--- config.mk ---
export PLATFORM = sky130hd
export DESIGN_NAME = axi4_stream_lfsr16
export DESIGN_NICKNAME = d
export VERILOG_FILES = /design/src/rtl/axi4_stream_chk_pkg.sv /design/src/rtl/axi4_stream_lfsr16.sv
export SDC_FILE = /design/constraint.sdc
export NUM_CORES = 1
export LEC_CHECK = 0
export ABC_AREA = 1
export CAP_MARGIN = 20
export CORE_MARGIN = 2
export CORE_UTILIZATION = 26
export DETAILED_ROUTE_END_ITERATION = 6
export HOLD_SLACK_MARGIN = 0.03
export PLACE_DENSITY = 0.68
export SYNTH_ARGS = -nofsm -noshare
export SYNTH_HDL_FRONTEND = slang
export SYNTH_SLANG_ARGS = --single-unit
--- constraint.sdc ---
create_clock -name clk -period 0.9 [get_ports clk]
set_input_delay 0.135 -clock clk [delete_from_list [all_inputs] [get_ports clk]]
set_output_delay 0.135 -clock clk [all_outputs]
set_load 0.1 [all_outputs]
--- src/rtl/axi4_stream_chk_pkg.sv ---
// Shared types and constants for the AXI4-Stream sink checker and its
// matching traffic generator.
package axi4_stream_chk_pkg;

    typedef enum logic {
        IDLE   = 1'b0,
        IN_PKT = 1'b1
    } chk_state_t;

    localparam int ERR_DATA   = 0;
    localparam int ERR_KEEP   = 1;
    localparam int ERR_ID     = 2;
    localparam int ERR_LEN    = 3;
    localparam int ERR_STABLE = 4;
    localparam int ERR_W      = 5;

    // Galois feedback mask for x^16+x^14+x^13+x^11+1 (right-shifting form).
    localparam logic [15:0] LFSR_POLY = 16'hB400;

endpackage

--- src/rtl/axi4_stream_lfsr16.sv ---
// 16-bit Galois LFSR; exposes both the current state and the value it will
// take on the next advance so callers can register decisions on it.
module axi4_stream_lfsr16
    import axi4_stream_chk_pkg::*;
#(
    parameter logic [15:0] SEED = 16'hACE1
) (
    input  logic        clk,
    input  logic        rst_n,
    input  logic        i_advance,
    output logic [15:0] o_lfsr,
    output logic [15:0] o_lfsr_next
);

    logic [15:0] r_lfsr;
    logic [15:0] w_next;

    assign w_next = {1'b0, r_lfsr[15:1]} ^ (r_lfsr[0] ? LFSR_POLY : 16'h0000);

    always_ff @(posedge clk or negedge rst_n) begin
        if (!rst_n) begin
            r_lfsr <= SEED;
        end else if (i_advance) begin
            r_lfsr <= w_next;
        end
    end

    assign o_lfsr      = r_lfsr;
    assign o_lfsr_next = w_next;

endmodule

======== After elaboration in Yosys (flattened, before gate mapping) ========
Index checks and enable logic that the tools add are counted.
word-level totals
  input port bits ......................... 3
  output and inout port bits .............. 32
  bits in registers ....................... 16
  word-level logic and storage cells ...... 3
operators by class
  bitwise logic cells ..................... 1
  multiplexer cells ....................... 1
operators with widths
  cell                   number
  2-to-1 mux 16 bit      1
  XOR 15 x 16 -> 16 bit  1

======== Depth between registers and ports, before layout ========
  depth after elaboration ................. 2
  depth in mapped cells ................... 5
  mapped depth without buffers ............ 4

======== Worst setup path after synthesis ========
OpenSTA, ideal clock, no wires.
  path kind ............................... reg2out
  from .................................... reg r_lfsr[14], in the netlist o_lfsr[14]
  to ...................................... out o_lfsr_next[13]
  cell stages (with the launch flop) ...... 4
  path slack .............................. -1.125 ns
  arrival time ............................ 1.890 ns
  path buffers ............................ 0
  path through ............................ dfrtp_1 > inv_1 > nand2_1 > and2_1
between the ends
  cells in the longest elaborated chain, start to end .. 1
RTL lines
  what                    RTL line                  RTL
  start, declared         axi4_stream_lfsr16.sv:15  logic [15:0] r_lfsr;
  start signal, assigned  axi4_stream_lfsr16.sv:24  r_lfsr <= w_next;
  XOR 15 x 16 -> 16 bit   axi4_stream_lfsr16.sv:18  assign w_next = {1'b0, r_lfsr[15:1]} ^ (r_lfsr[0] ? LFSR_POLY : 16'h0000);
  end, declared           axi4_stream_lfsr16.sv:12  output logic [15:0] o_lfsr_next
Every way passes these cells.

======== Final worst setup path ========
  from .................................... reg r_lfsr[0], in the netlist o_lfsr[0]
  to ...................................... out o_lfsr_next[13]
between the ends
  cells in the longest elaborated chain, start to end .. 2
RTL lines
  what                   RTL line
  2-to-1 mux 16 bit      axi4_stream_lfsr16.sv:18
  XOR 15 x 16 -> 16 bit  axi4_stream_lfsr16.sv:18
Every way passes these cells.

==> metrics.md <==
| Metric | Value |
|---|---|
| Status | `complete, but fails checks` |
| Violated checks | `negative setup slack` |
| Clock tree from TritonCTS | `done` |
| Seq/Total Area, Yosys | `52.1%` |
| Final setup violating endpoints | `43` |
| Clock sinks | `16` |
| Antenna Nets Post-Route | `0` |
| Adder-cell share of the synthesized area | `0%` |
| Final hold vios | `0` |
| Worst setup path category | `reg -> out` |
| Starting Density | `27.9%` |
| Most Crowded Layer GR | `met2` |
| Dpl hpwl | `1360 µm` |
| Distinct cells, synth | `11` |
| Met1 GRT Util | `14.2%` |
| Vias in the first global route | `709` |
| Setup ws final | `-0.646 ns` |
| Crit path DAT | `1.41 ns` |
| CTS root buffer | `clkbuf_4` |
| Max_cap viols | `0` |
| Finished Cell Area | `1710 µm²` |
| Fin crit share | `172%` |
| Largest net degree at the start of global routing | `20` |
| Total number of vias | `709` |
| Met3 GRT Util | `3.93%` |
| Clock tree buffer depth | `2` |
| Total GRT Usage | `11.9%` |
| Syn Area/Cell | `8.76 µm²` |
| Boundary Pins | `35` |
| CP Capture Type | `output port` |
| # fillers | `230` |
| Slew headroom | `90.2%` |
| Synth Instances | `90` |
| Critical path fanouts, max | `6` |
| GR Overflow Total | `0` |
| Post-synthesis mux area share | `0%` |
| Crit path launch type | `flip-flop` |
| Largest register FFs | `16` |
| CP startpoint | `o_lfsr[0]$_DFFE_PN1P_` |
| Hold Crit Class | `in -> async` |
| Wire length per cell | `12.1 µm` |
| Met2 Track Usage GR | `20.3%` |
| Num CTS Buffers | `3` |
| Worst Tran Pin Value | `0.145 ns` |
| Critical Path RT | `0.76 ns` |
| RSZ-0062 raised after global routing | `true` |
| Share of cells above drive strength 1 | `70.8%` |
| Syn Std Cell Area | `788 µm²` |
| First-pass GRT wire length | `3170 µm` |
| Worst-path clk slew | `0.09 ns` |
| I/O Buffers | `34` |
| Largest family of logic cells by synthesized area | `simple AND/OR/NAND/NOR gates` |
| Reg-to-reg startpoint | `o_lfsr[0]$_DFFE_PN1P_` |
| Post-DP Area | `1530 µm²` |
| Highest Clock Rate | `0.647 GHz` |
| Synthesis-to-layout area growth | `117%` |
| DRC viols | `0` |
| Final min period | `1.55 ns` |
| Initial antenna violation count | `0` |
| WL final | `1940 µm` |
| Yosys warns | `0` |
| Commonest non-fill, non-tap cell in the layout | `buf_12` |
| Die Span X | `59.1 µm` |
| Synthesis-stage register bit count | `16` |
| # nets final | `135` |
| Chip Height | `59.1 µm` |
| Vias/cell | `4.40` |
| Compound-Gate Fraction of Synth Area | `2.54%` |
| Slew Limit Fails | `0` |
| Clk Latency, worst-skew pair | `0.28 ns` |
| Commonest cells after routing, fill and taps aside | `34 x buf_12, 30 x nand2_1, 10 x nand2_2, 10 x buf_6, 8 x dfstp_4` |
| DIE AREA | `3490 µm²` |
| Post-synthesis xor/xnor area fraction | `0%` |
| H-tree depth | `1` |
| Number of diodes | `0` |
| RD Place Congestion | `0.731` |
| Worst Skew | `0.00118 ns` |
| Synth Net Count | `93` |
| Simple logic cell fraction of the synthesized area | `25.7%` |
| Core Box Area | `2830 µm²` |
| Initial DRC count | `7` |
| Num rows | `19` |
| TritonRoute pass-1 iters | `4` |
## per-stage QoR
| stage | hold WS, ns | util [%] | setup TNS [ns] | setup WS (ns) | cells |
|---|---|---|---|---|---|
| 5_1_grt | 0.160 | 60.4 | -12.70 | -0.682 | 161 |
| 6_report | 0.177 | 60.4 | -11.21 | -0.646 | 161 |
| 2_1_floorplan | -0.161 | - | -5.35 | -0.484 | 90 |
| 4_1_cts | 0.169 | 58.9 | -11.63 | -0.640 | 161 |
| 3_3_place_gp | 0.483 | 54.1 | -4.42 | -0.327 | 150 |
| 3_5_place_dp | 0.484 | 54.1 | -4.70 | -0.356 | 150 |
## cells in the mapped netlist
library cell / number / area share (%)
and2_1: 3 / 2.4
nand3_1: 3 / 1.9
dfstp_2: 8 / 27
inv_6: 1 / 1.1
buf_4: 13 / 12
buf_6: 3 / 4.3
nand2_1: 40 / 19
dfrtp_1: 8 / 25
nand2_2: 3 / 2.4
o21ai_0: 4 / 2.5
inv_1: 4 / 1.9
## worst paths after layout
check                                    endpoint  slack, ns  depth (start not counted)
max                               o_lfsr_next[13]      -0.65                          3
min                         o_lfsr[1]$_DFFE_PN0P_       0.18                          2
max reg2reg                o_lfsr[10]$_DFFE_PN1P_      -0.25                          6
min reg2reg                 o_lfsr[2]$_DFFE_PN0P_       0.61                          2
max in group asynchronous   o_lfsr[6]$_DFFE_PN1P_       0.52                          2
min in group clk            o_lfsr[7]$_DFFE_PN1P_       0.58                          4
## metal layers
metal	part of all wire, %	vias to the layer above
met5	0	-
met4	0.72	0
met3	8.3	2
met2	52	31
met1	39	336
li1	-	340
## cell families (layout without fill, tap and decap cells)
| family | Yosys count | count (layout) |
|---|---|---|
| flip-flops | 16 | 16 |
| buffers and inverters | 21 | 61 |
| AO/OA/AOI/OAI | 4 | 4 |
| AND/OR/NAND/NOR | 49 | 49 |
## area by class of cell
type,count,area [µm²],area share (%)
clock buffer,3,22.5,1.32
inverter,5,31.3,1.83
multi-input combinational,53,282,16.5
sequential,16,468,27.4
tap,31,38.8,2.27
timing repair buffer,53,866,50.7
## what timing repair did
action	CTS	global route
pin swaps	1	1
resized for setup	16	16
endpoints found under the setup margin	42	46
hold buffers	0	0
buffers inserted	8	2
## worst max-delay path, stage by stage (launching register included)
cell     delay [ns]
dfstp_4        0.69
nand2_1        0.10
and2_4         0.18
buf_12         0.16
Power is left out: the tool's default activity adds up to more than one toggle a clock period on the data nets, which glitch-free logic cannot reach.
